## src/rtl/mux4x1_rr_sched_pkg.sv

```systemverilog
// Shared definitions for the 4-lane round-robin byte scheduler.
// The optional strict-priority mode for lane 0 is selected with MUX_LANE0_PRIO_EN.
package pcie_mux_pkg;

   localparam int NUM_LANES     = 4;
   localparam int LANE_W        = 2;
   localparam int MAX_BURST_DEF = 4;

   typedef enum logic {
      IDLE  = 1'b0,
      GRANT = 1'b1
   } state_t;

   // Convert a lane index into a one-hot grant vector.
   function automatic logic [NUM_LANES-1:0] onehot(input logic [LANE_W-1:0] idx);
      logic [NUM_LANES-1:0] v;
      v      = '0;
      v[idx] = 1'b1;
      return v;
   endfunction

endpackage

```

## src/rtl/mux4x1_rr_sched_if.sv

```systemverilog
// Lane-side bus of the round-robin scheduler: four data lanes with requests in,
// grant / registered byte / status out.
interface mux4x1_rr_sched_if #(
   parameter int DATA_W = 8
) ();
   logic [DATA_W-1:0] in0;
   logic [DATA_W-1:0] in1;
   logic [DATA_W-1:0] in2;
   logic [DATA_W-1:0] in3;
   logic [3:0]        req;
   logic [3:0]        gnt;
   logic [DATA_W-1:0] out;
   logic              valid_out;
   logic [1:0]        lane_id;
   logic              busy;

   // Requesters / downstream side.
   modport master (
      output in0, in1, in2, in3, req,
      input  gnt, out, valid_out, lane_id, busy
   );

   // Scheduler side.
   modport slave (
      input  in0, in1, in2, in3, req,
      output gnt, out, valid_out, lane_id, busy
   );
endinterface

```

## src/rtl/mux4x1_rr_sched_rr_pick4.sv

```systemverilog
// Combinational round-robin picker: first requesting lane searching
// ptr+1, ptr+2, ptr+3, ptr (mod 4).
module rr_pick4
   import pcie_mux_pkg::*;
(
   input  logic [NUM_LANES-1:0] req,
   input  logic [LANE_W-1:0]    ptr,
   output logic [LANE_W-1:0]    pick,
   output logic                 any
);

   // Walk the search order backwards so the nearest lane after ptr is written last and wins.
   always_comb begin
      // NOTE: every output gets a default before the loop so no path leaves it unassigned (no latch).
      pick = '0;
      any  = 1'b0;
      for (int i = NUM_LANES - 1; i >= 0; i--) begin
         logic [LANE_W-1:0] idx;
         idx = ptr + LANE_W'(i) + LANE_W'(1);
         if (req[idx]) begin
            pick = idx;
            any  = 1'b1;
         end
      end
   end

endmodule

```

## src/rtl/mux4x1_rr_sched.sv

```systemverilog
// Round-robin scheduler sharing one registered byte output between four lanes,
// with bursts bounded by MAX_BURST and forced rotation afterwards.
// Define MUX_LANE0_PRIO_EN to give lane 0 strict priority at every grant decision.
module mux4x1_rr_sched
   import pcie_mux_pkg::*;
#(
   parameter int DATA_W    = 8,
   parameter int MAX_BURST = MAX_BURST_DEF
) (
   input  logic              clk4f,
   input  logic              reset,
   mux4x1_rr_sched_if.slave  bus
);

   state_t                state_q, state_d;
   logic [LANE_W-1:0]     ptr_q, ptr_d;
   logic [LANE_W-1:0]     g_q, g_d;
   logic [3:0]            cnt_q, cnt_d;
   logic [NUM_LANES-1:0]  gnt_q, gnt_d;
   logic [NUM_LANES-1:0]  req;
   logic [LANE_W-1:0]     new_ptr, pick_ptr, pick, dec_lane;
   logic                  any, xfer, burst_done, rotate;
   logic [DATA_W-1:0]     lane_data;
   logic [DATA_W-1:0]     out_q;
   logic                  valid_q;
   logic [LANE_W-1:0]     lane_id_q;

   assign req        = bus.req;
   assign xfer       = (state_q == GRANT) && req[g_q];
   assign burst_done = ({1'b0, cnt_q} + 5'd1) == 5'(MAX_BURST);
   // A granted lane that has dropped req cannot transfer, so it rotates immediately.
   assign rotate     = !req[g_q] || burst_done;

`ifdef MUX_LANE0_PRIO_EN
   // Lane 0 bursts leave the pointer alone so lanes 1-3 keep their rotation order.
   assign new_ptr  = (g_q == '0) ? ptr_q : g_q;
   assign dec_lane = req[0] ? '0 : pick;
`else
   assign new_ptr  = g_q;
   assign dec_lane = pick;
`endif

   // Rotation decisions search from the pointer the rotation is about to commit.
   assign pick_ptr = (state_q == GRANT) ? new_ptr : ptr_q;

   rr_pick4 u_pick (
      .req  (req),
      .ptr  (pick_ptr),
      .pick (pick),
      .any  (any)
   );

   // Granted lane data source.
   always_comb begin
      case (g_q)
         2'd0:    lane_data = bus.in0;
         2'd1:    lane_data = bus.in1;
         2'd2:    lane_data = bus.in2;
         default: lane_data = bus.in3;
      endcase
   end

   // Next state, grant, pointer and burst count.
   always_comb begin
      state_d = state_q;
      ptr_d   = ptr_q;
      g_d     = g_q;
      cnt_d   = cnt_q;
      gnt_d   = gnt_q;
      case (state_q)
         IDLE: begin
            if (any) begin
               state_d = GRANT;
               g_d     = dec_lane;
               gnt_d   = onehot(dec_lane);
               cnt_d   = '0;
            end
         end
         GRANT: begin
            if (rotate) begin
               ptr_d = new_ptr;
               cnt_d = '0;
               if (any) begin
                  g_d   = dec_lane;
                  gnt_d = onehot(dec_lane);
               end else begin
                  state_d = IDLE;
                  gnt_d   = '0;
               end
            end else begin
               cnt_d = cnt_q + 4'd1;
            end
         end
         default: begin
            state_d = IDLE;
            gnt_d   = '0;
         end
      endcase
   end

   // Control state registers with synchronous reset; lane 0 wins first (ptr=3).
   always_ff @(posedge clk4f) begin
      // NOTE: sequential state uses non-blocking assignments so all registers update together.
      if (reset) begin
         state_q <= IDLE;
         ptr_q   <= 2'd3;
         g_q     <= '0;
         cnt_q   <= '0;
         gnt_q   <= '0;
      end else begin
         state_q <= state_d;
         ptr_q   <= ptr_d;
         g_q     <= g_d;
         cnt_q   <= cnt_d;
         gnt_q   <= gnt_d;
      end
   end

   // Output byte register: captures a transfer, otherwise holds byte and lane.
   always_ff @(posedge clk4f) begin
      if (reset) begin
         out_q     <= '0;
         valid_q   <= 1'b0;
         lane_id_q <= '0;
      end else if (xfer) begin
         out_q     <= lane_data;
         valid_q   <= 1'b1;
         lane_id_q <= g_q;
      end else begin
         valid_q   <= 1'b0;
      end
   end

   assign bus.gnt       = gnt_q;
   assign bus.out       = out_q;
   assign bus.valid_out = valid_q;
   assign bus.lane_id   = lane_id_q;
   assign bus.busy      = (state_q == GRANT);

endmodule

```

## src/flat_wrapper.sv

```systemverilog
// flat-port wrapper written by rule: the top's interface ports become plain ports
module mux4x1_rr_sched_flat import pcie_mux_pkg::*;
#(
   parameter int DATA_W    = 8,
   parameter int MAX_BURST = MAX_BURST_DEF
)
  (clk4f, reset, bus_in0, bus_in1, bus_in2, bus_in3, bus_req, bus_gnt, bus_out, bus_valid_out, bus_lane_id, bus_busy);
  mux4x1_rr_sched_if #(.DATA_W(DATA_W)) bus_i ();
  input  logic clk4f;
  input  logic reset;
  input wire logic [$bits(bus_i.in0)-1:0] bus_in0;
  input wire logic [$bits(bus_i.in1)-1:0] bus_in1;
  input wire logic [$bits(bus_i.in2)-1:0] bus_in2;
  input wire logic [$bits(bus_i.in3)-1:0] bus_in3;
  input wire logic [$bits(bus_i.req)-1:0] bus_req;
  output wire logic [$bits(bus_i.gnt)-1:0] bus_gnt;
  output wire logic [$bits(bus_i.out)-1:0] bus_out;
  output wire logic [$bits(bus_i.valid_out)-1:0] bus_valid_out;
  output wire logic [$bits(bus_i.lane_id)-1:0] bus_lane_id;
  output wire logic [$bits(bus_i.busy)-1:0] bus_busy;
  assign bus_i.in0 = bus_in0;
  assign bus_i.in1 = bus_in1;
  assign bus_i.in2 = bus_in2;
  assign bus_i.in3 = bus_in3;
  assign bus_i.req = bus_req;
  assign bus_gnt = bus_i.gnt;
  assign bus_out = bus_i.out;
  assign bus_valid_out = bus_i.valid_out;
  assign bus_lane_id = bus_i.lane_id;
  assign bus_busy = bus_i.busy;
  mux4x1_rr_sched #(.DATA_W(DATA_W), .MAX_BURST(MAX_BURST)) u_core (.clk4f(clk4f), .reset(reset), .bus(bus_i));
endmodule
```

## config.mk

```make
export PLATFORM = sky130hd
export DESIGN_NAME = mux4x1_rr_sched_flat
export DESIGN_NICKNAME = d
export VERILOG_FILES = /design/src/rtl/mux4x1_rr_sched_pkg.sv /design/src/rtl/mux4x1_rr_sched_if.sv /design/src/rtl/mux4x1_rr_sched_rr_pick4.sv /design/src/rtl/mux4x1_rr_sched.sv /design/src/flat_wrapper.sv
export SDC_FILE = /design/constraint.sdc
export NUM_CORES = 1
export LEC_CHECK = 0
export CELL_PAD_IN_SITES_DETAIL_PLACEMENT = 1
export CELL_PAD_IN_SITES_GLOBAL_PLACEMENT = 2
export CORE_ASPECT_RATIO = 1.1
export CORE_MARGIN = 2
export CORE_UTILIZATION = 25
export CTS_CLUSTER_DIAMETER = 40
export CTS_CLUSTER_SIZE = 20
export DETAILED_ROUTE_END_ITERATION = 16
export GPL_TIMING_DRIVEN = 0
export PLACE_DENSITY_LB_ADDON = 0.25
export SLEW_MARGIN = 30
export SYNTH_ARGS = -nofsm -noshare
export SYNTH_HDL_FRONTEND = slang
export SYNTH_SLANG_ARGS = --single-unit
```

## constraint.sdc

```tcl
create_clock -name clk4f -period 3.5 [get_ports clk4f]
set_input_delay 0.7 -clock clk4f [delete_from_list [all_inputs] [get_ports clk4f]]
set_output_delay 0.7 -clock clk4f [all_outputs]
set_load 0.02 [all_outputs]
```

Word-level counts from Yosys, hierarchy flattened:

Index checks and enable logic that the tools add are counted.
Widths: inputs -> output; s select.

* eq/ne operators: 5
* mux-type cells: 36
* $lt $le $gt $ge: 7
* bitwise operators: 1
* add/sub/neg operators: 8
* reduce and logical (&&, ||, !) cells: 7

Operators with widths (number)
* $pmux 8 s3: 1
* $mux 4: 5
* $lt 2x3->1 const B: 6
* $pmux 4 s2: 2
* $mux 2: 7
* $mux 1: 13
* $bmux 1 s2: 5
* $add 2x1->2 const B: 4
* $add 4x1->5 const B: 1
* $eq 5x3->1 const B: 1
* $add 2x2->2 const B: 2
* $add 4x1->4 const B: 1
* $pmux 2 s2: 1
* $reduce_and 2->1: 2
* $demux 1 s2: 1
* $eq 2x1->1 const B: 1
* $eq 2x2->1 const B: 1
* $ge 2x1->1 const B: 1
* $logic_and 1x1->1: 2
* $logic_not 2->1: 1
* $ne 2x1->1 const B: 1
* $ne 2x2->1 const B: 1
* $pmux 1 s2: 1
* $logic_not 1->1: 1
* 2 further kinds: 2

* flip-flop bits (word level): 24

Depth between registers and ports, before layout:

* depth in word-level cells: 16
* depth in mapped cells: 7

Hierarchy:

From an unflattened synthesis, not the netlist that was laid out.

* cells, all modules: 139
* area, all modules: 1350.0 sq um

Modules (own cells, without submodules)
* mux4x1_rr_sched: area an instance 1266.2 sq um, times used 1, seq. area each 480.5 sq um, cells an instance 125
* rr_pick4: area an instance 83.8 sq um, times used 1, seq. area each 0.0 sq um, cells an instance 14

Least setup slack after synthesis:

No wires, ideal clock.

* kind: in2reg
* from: input bus_req[3]
* to: register u_core.gnt_q[2], in the netlist u_core.bus.gnt[2]
* path slack: 1.531 ns
* arrival time: 1.910 ns
* cell stages on the path: 6
* path through: mux4_2 > and3_1 > buf_6 > nor3_4 > nor2b_1 > a22o_1

* word-level cells in the longest chain between the ends: 13
* elaborated cells on any way between the ends: 32
* those cells by class: 2 x order compare; 2 x eq/ne; 24 x mux; 4 x reduce/logical

RTL lines
* from (decl): line flat_wrapper.sv:15 `input wire logic [$bits(bus_i.req)-1:0] bus_req;`
* $bmux 1 s2: line mux4x1_rr_sched_rr_pick4.sv:20 `if (req[idx]) begin`
* $mux 1 (not written as such): line mux4x1_rr_sched_rr_pick4.sv:20
* $mux 2 (4 in series): line mux4x1_rr_sched_rr_pick4.sv:20
* $lt 2x3->1 (not written as such) or $ge 2x1->1 (tied branches): line mux4x1_rr_sched_pkg.sv:18 `v[idx] = 1'b1;`
* $logic_and 1x1->1 (not written as such): line mux4x1_rr_sched_pkg.sv:18
* $mux 1 (not written as such): line mux4x1_rr_sched_pkg.sv:18
* $demux 1 s2
* $mux 4: line mux4x1_rr_sched.sv:83 `if (any) begin`
* $mux 4: line mux4x1_rr_sched.sv:80 `if (rotate) begin`
* $pmux 4 s2: line mux4x1_rr_sched.sv:70 `case (state_q)`
* to (signal assigned): line mux4x1_rr_sched.sv:115 `gnt_q <= gnt_d;`
* to (decl): line mux4x1_rr_sched.sv:19 `logic [NUM_LANES-1:0] gnt_q, gnt_d;`

Parallel ways exist; a longest one is shown, timed or not. The select of a mux whose other input is x is not followed.
A chain may end at the register's enable or synchronous reset.

Worst setup path in the final report:

Same ends and word-level chain as after synthesis.

==> impl_results.rst <==
.. list-table::
   :header-rows: 1

   * - Metric
     - Value
   * - Combinational group share of total power
     - 31.0%
   * - Total of flip-flops plus latches after synthesis
     - 24
   * - Clock edge transition at the registers on the reported setup and hold paths
     - 100 ps
   * - # diodes
     - 0
   * - Fin crit share
     - 71.9%
   * - Leakage
     - 0.672 nW
   * - Final GP Congestion
     - 0.704
   * - Normalized max-slew margin
     - 46.2%
   * - Bufs and invs on worst path
     - 1
   * - Number of fill cells in the layout
     - 534
   * - Antenna-violating nets left
     - 0
   * - Num CTS Buffers
     - 3
   * - Critical path required time
     - 3720 ps
   * - Placed wire-length estimate
     - around 3.0 mm
   * - Via Count
     - 1,225
   * - Async set or reset register ratio after synthesis
     - 0%
   * - Net switching power
     - roughly 0.23 mW
   * - Top cell family by delay on the critical path
     - simple AND/OR/NAND/NOR gates
   * - Type of element launching the critical path
     - input port
   * - Floorplan core area
     - 4720 µm²
   * - Die span in x
     - between 70 and 80 µm
   * - Buffers inserted during post-CTS setup optimization
     - 0
   * - Data arrival time of the worst path
     - 2740 ps
   * - Portion of total power attributed to the clock network
     - 30.5%
   * - Insertion delay of the later-clocked pin in the worst-skew pair
     - 270 ps
   * - Max FO, Critical Path
     - 6
   * - CP dominant cell by count
     - sky130_fd_sc_hd__nor2_1
   * - Bufs on Longest Clock Path
     - 2
   * - Detailed-router iteration count before antenna repair
     - 4
   * - P_int
     - 0.589 mW
   * - Layout Area Growth over Synthesis
     - 54.1%
   * - Total design power
     - 0.823 mW
   * - Worst min path class
     - flip-flop to flip-flop
   * - Post-Synthesis Net Count
     - 170
   * - Unrepaired setup endpoints after global routing
     - no
   * - Synth warnings
     - 0
   * - Setup tns final
     - 0 ps
   * - Sequential fraction of the synthesis area
     - 38.7%
   * - Final setup viols
     - 0
   * - Total number of placement rows
     - 26
   * - Final period demand of the worst path
     - 2520 ps
   * - Area share of the largest cell type after synthesis
     - around two fifths
   * - Max-slew violation total from the final report
     - 0
   * - Syn Std Cell Area
     - 1240 µm²
   * - Die height
     - ~78 µm
   * - CTS resizes
     - 0
   * - Grt ovf
     - 0
   * - Ys flop type
     - sky130_fd_sc_hd__dfxtp_1
   * - Initial Util
     - 26.3%
   * - Hold-fix buffers at CTS
     - 0
   * - Total power divided by cell area
     - 430 nW/µm²
   * - Worst Path Class, Setup
     - input port to flip-flop
   * - Worst-case clock skew
     - ~7 ps
   * - Netlist cell types
     - 38
   * - PortBufs
     - 53
   * - Fin. Hold Viols
     - 0
   * - Vias per inst
     - 5.02
   * - Detailed-route DRC error count
     - 0
   * - TritonCTS clock tree
     - built
   * - CTS sink count
     - 24
   * - VDD IR max
     - 0.183 mV
   * - Worst-case setup margin in the final layout
     - 985 ps
   * - CTS H-Tree Depth
     - 1
   * - Count of maximum capacitance violations
     - 0
   * - Number of global-route vias before repair
     - 1,359
   * - Status
     - finished, final reports clean
   * - Net count of the finished layout
     - 228
   * - Kind of end point of the critical path
     - flip-flop
   * - Final core area utilization
     - 40.6%
   * - Die area
     - about 5600 µm²
   * - Most numerous cell types in the synthesized netlist
     - sky130_fd_sc_hd__dfxtp_1, sky130_fd_sc_hd__nand2_1, sky130_fd_sc_hd__a21oi_1, sky130_fd_sc_hd__nor2_1, sky130_fd_sc_hd__mux4_2
   * - Sequence of cells on the critical path
     - clkdlybuf4s50_1 -> nor4_2 -> and2b_1 -> nor2_1 -> nor2_1 -> a22o_1
   * - Initial antenna violation count
     - 0
   * - Final WL
     - 3.81 mm
   * - Worst slack, placed
     - a little under 700 ps
   * - First-pass GRT wire length
     - 6.31 mm
   * - Part of the power in registers
     - 38.4%
   * - I/O pins
     - 54
   * - Area contributors post-synth
     - sky130_fd_sc_hd__dfxtp_1, sky130_fd_sc_hd__mux4_2, sky130_fd_sc_hd__nand2_1
   * - Standard cell with the maximum stage delay on the critical path
     - sky130_fd_sc_hd__nor4_2
   * - First DRT Iteration DRCs
     - 29
   * - Proportion of total power due to net switching
     - 28.4%
   * - Average cell area after synthesis
     - 9.48 µm²
   * - Pin count of the biggest net entering global routing
     - 15
   * - Number of enable flip-flop cells after synthesis
     - 0
   * - Gate Count Post-Synth
     - 131
   * - Proportion of layout cells with a drive suffix above 1
     - 12.2%
   * - Worst-margin pin slew
     - 801 ps
   * - Max Freq
     - 398 MHz
   * - Master cell of the clock root buffer
     - sky130_fd_sc_hd__clkbuf_8
   * - Gr usage total
     - between 10 and 15%
   * - Average detailed-routed wire length per instance
     - roughly 16 µm
   * - Cell taking the most area after synthesis
     - sky130_fd_sc_hd__dfxtp_1
   * - Crit-path max cell delay
     - 770 ps
-- sequential cells by signal (all words and copies together), names as in the netlist --
name,cells
u_core.bus.busy,1
u_core.bus.gnt,4
u_core.bus.lane_id,2
u_core.bus.out,8
u_core.bus.valid_out,1
u_core.cnt_q,4
u_core.g_q,2
u_core.ptr_q,2
-- power by group through the flow --
stage	combinational [mW]	sequential, mW	clock [mW]
after detailed placement	0.259	0.323	0
after floorplan	0.128	0.340	0
after CTS	0.261	0.317	0.257
after global routing	0.281	0.320	0.272
final	0.255	0.316	0.251
after global placement	0.252	0.322	0
-- through the flow --
| stage | cells | hold WS (ps) | cell area [µm²] |
|---|---|---|---|
| floorplan | 131 | 462 | 1240 |
| global placement | 240 | 439 | 1840 |
| detailed placement | 240 | 448 | 1840 |
| CTS | 244 | 462 | 1910 |
| global route | 244 | 496 | 1910 |
| finish | 244 | 458 | 1910 |
-- final cells by class --
class	count	area, µm²	share of cell area (%)
well taps	56	70.1	3.66
clock inverters	1	30.0	1.57
flip-flops and latches	24	480	25.1
plain buffers	7	35.0	1.83
inverters	2	7.51	0.392
clock buffers	3	41.3	2.16
multi-input cells	98	719	37.6
repair buffers	53	531	27.7
-- kinds of logic after synthesis --
family,Yosys count,share of synthesized area (%)
AO/OA/AOI/OAI,29,15.8
adder cells (fa/ha/maj),1,1.01
buffers and inverters,9,3.42
flip-flops,24,38.7
multiplexers,12,18.9
AND/OR/NAND/NOR,56,22.2
-- metal layers --
| layer | GRT usage [%] | vias up | share of wire (%) |
|---|---|---|---|
| li1 | - | 586 | - |
| met1 | 16.7 | 596 | 42 |
| met2 | 25.4 | 41 | 50 |
| met3 | 3.64 | 2 | 8.0 |
| met4 | 3.96 | 0 | 0.39 |
| met5 | 0 | - | 0 |
-- final timing paths --
| check | from | end | slack [ps] | depth (start not counted) |
|---|---|---|---|---|
| worst max-delay path | bus_req[3] | u_core.bus.gnt[2]$_SDFFE_PP0P_ | 980 | 6 |
| worst min-delay path | u_core.bus.lane_id[1]$_SDFFE_PP0P_ | u_core.bus.lane_id[1]$_SDFFE_PP0P_ | 460 | 2 |
| worst max register to register | u_core.g_q[0]$_SDFFE_PP0P_ | u_core.bus.gnt[2]$_SDFFE_PP0P_ | 1610 | 6 |
| worst min register to register | u_core.bus.lane_id[1]$_SDFFE_PP0P_ | u_core.bus.lane_id[1]$_SDFFE_PP0P_ | 460 | 2 |
-- layout by cell type (no fill, tap or decap), types with 2 or more instances in the layout --
cell type and n:
sky130_fd_sc_hd__clkdlybuf4s50_1 53, sky130_fd_sc_hd__nand2_1 24, sky130_fd_sc_hd__dfxtp_1 24, sky130_fd_sc_hd__a21oi_1 13
sky130_fd_sc_hd__nor2_1 13, sky130_fd_sc_hd__mux4_2 9, sky130_fd_sc_hd__clkbuf_1 5, sky130_fd_sc_hd__nor2b_1 4
sky130_fd_sc_hd__nand2b_1 3, sky130_fd_sc_hd__clkbuf_8 3, sky130_fd_sc_hd__a211o_1 2, sky130_fd_sc_hd__o21ai_0 2
sky130_fd_sc_hd__inv_1 2, sky130_fd_sc_hd__mux2_2 2, sky130_fd_sc_hd__nand3_1 2, sky130_fd_sc_hd__o2bb2ai_1 2
-- worst reg2reg max path: stages (launching register included) --
cell and delay, ps:
sky130_fd_sc_hd__dfxtp_1 450, sky130_fd_sc_hd__mux4_2 580, sky130_fd_sc_hd__and3_1 210, sky130_fd_sc_hd__buf_6 130, sky130_fd_sc_hd__nor3_4 160, sky130_fd_sc_hd__nor2b_1 160
sky130_fd_sc_hd__a22o_1 150
No activity file was read; power rests on OpenSTA's default activity.
==> edit, RTL diff (same settings) <==
Build with the macro `MUX_LANE0_PRIO_EN` defined.
--- a/src/rtl/mux4x1_rr_sched.sv
+++ b/src/rtl/mux4x1_rr_sched.sv
@@ -1,6 +1,8 @@
 // Round-robin scheduler sharing one registered byte output between four lanes,
 // with bursts bounded by MAX_BURST and forced rotation afterwards.
 // Define MUX_LANE0_PRIO_EN to give lane 0 strict priority at every grant decision.
+`define MUX_LANE0_PRIO_EN
+
 module mux4x1_rr_sched
    import pcie_mux_pkg::*;
 #(
Check against the original RTL: not equivalent (a bounded check fails within 4 cycles, from zero or initial values and one cycle with reset high).
==> edit against the original RTL <==
Register-to-register slack got worse by 30 ps. Sequential cell count unchanged. Worst hold slack improved by 26 ps. Setup slack improved by 96 ps. Routed wire length increased by 4.2%. Final area increased by 1.1%. Synthesized cell count decreased by 1.5%. Area after synthesis increased by 3.6%. Maximum frequency increased by 4.0%. Sequential share of layout area decreased by 0.28 points. Combinational power decreased by 27%. Via count decreased by 1.1%. Total power decreased by 18%. Non-clock buffer count decreased by 1.
==> edit: results (changes against the original RTL) <==
| Metric | Value |
|---|---|
| Dpl hpwl | 3130 um (+4.3%) |
| R2r setup slk | 1580 ps (-30 ps) |
| First-pass GRT wire length | 6490 um (+2.9%) |
| Synth top area cells | dfxtp_1 37%, mux4_2 14%, mux2i_1 9.3% |
| R2r worst-path depth | 6 (unchanged) |
| Post-synth cell types | 36 (-5.3%) |
| DRT iter0 DRCs | 43 (+48%) |
| Setup bufs post-CTS | 0 (unchanged) |
| Clock transition at path regs | about 90 ps |
| WL final | 3980 um (+4.2%) |
| Slew @ Worst Pin | 595 ps (-206 ps) |
| Placer Congestion | 0.758 (+7.8%) |
| Max rail drop VDD | 0.000174 V (-5.1%) |
| Critical Path AT | 2600 ps (-140 ps) |
| Share of cells above drive strength 1 | 11.4% (-0.88 points) |
| Syn_nets | 168 (-1.2%) |
| # resized after CTS | 0 (unchanged) |
| All-Layer GR Usage | 14.3% (+0.034 points) |
| Net count, final | 225 (-1.3%) |
| # H-tree levels | 1 (unchanged) |
| Synth cell count leaders | 24 x dfxtp_1, 18 x nor2_1, 12 x mux2i_1, 11 x nand2_1, 8 x mux4_2 |
| Root buffer cell | clkbuf_8 |
| Vias in the first global route | 1,309 (-3.7%) |
| Setup Skew | 3.60 ps (-3.41 ps) |
| P_leak | 0.692 nW (+2.9%) |
| Maximum clock path buffer count | 2 (unchanged) |
| Routed vias/inst | 4.98 (-0.74%) |
| DRT Pass-1 Iters | 4 (unchanged) |
| Hold depth | 2 (unchanged) |
| Post-synthesis sequential area ratio | 37.3% (-1.4 points) |
| PortBufs | 52 (-1.9%) |
| Async SR Flop Fraction | 0% (unchanged) |
| Run status | complete, no violations |
| ANT cells | 0 (unchanged) |
| Largest net degree at the start of global routing | 14 (-1) |
| Worst-Skew Late Latency | 260 ps |
| Yosys Warn Count | 0 (unchanged) |
## edit: where the power goes
group / internal (mW) / switching, mW
clock: 0.100 / 0.0890
sequential: 0.288 / 0.0102
combinational: 0.104 / 0.0821
## edit: path summary, 6_finish.rpt
path / start / to
max: bus_req[3] / u_core.bus.gnt[1]
min: u_core.bus.gnt[0] / u_core.bus.gnt[0]
max reg2reg: u_core.g_q[1] / u_core.bus.gnt[1]
min reg2reg: u_core.bus.gnt[0] / u_core.bus.gnt[0]
## edit: area by class of cell
class | count | area, um2
Fill cell | 579 | 3060
Timing Repair Buffer | 52 | 520
Multi-Input combinational cell | 91 | 744
Clock buffer | 4 | 55.1
Inverter | 7 | 26.3
Sequential cell | 24 | 480
Buffer | 7 | 36.3
Tap cell | 58 | 72.6
## edit: through the flow
step                instance area, um2  cells  setup WS [ps]  utilization [%]  hold WS, ps
floorplan                         1290    129           1530                -          452
global placement                  1880    239            891             37.6          470
detailed placement                1880    239            848             37.6          478
CTS                               1940    243           1120             38.7          493
global route                      1940    243            859             38.7          519
finish                            1940    243           1080             38.7          485
## edit: worst max-delay path: stages
cell             delay, ps
clkdlybuf4s50_1        520
mux2i_1                360
o2bb2ai_2              180
a21oi_1                450
nand2_1                150
o32ai_1                230
## edit: logic make-up after synthesis
logic type | after synthesis | share of synthesized area [%]
fa+ha+maj | 1 | 0.972
compound gates | 25 | 15.6
flops | 24 | 37.3
buf+inv | 14 | 4.86
simple gates | 43 | 16.1
mux | 21 | 24.5
xor+xnor | 1 | 0.680
## edit: per-layer routing
layer / vias to the layer above / GRT usage (%) / part of all wire (%)
met4: 0 / 3.89 / 0.86
li1: 585 / - / -
met5: - / 0 / 0
met3: 2 / 2.03 / 5.4
met2: 36 / 26.7 / 52
met1: 588 / 16.8 / 42
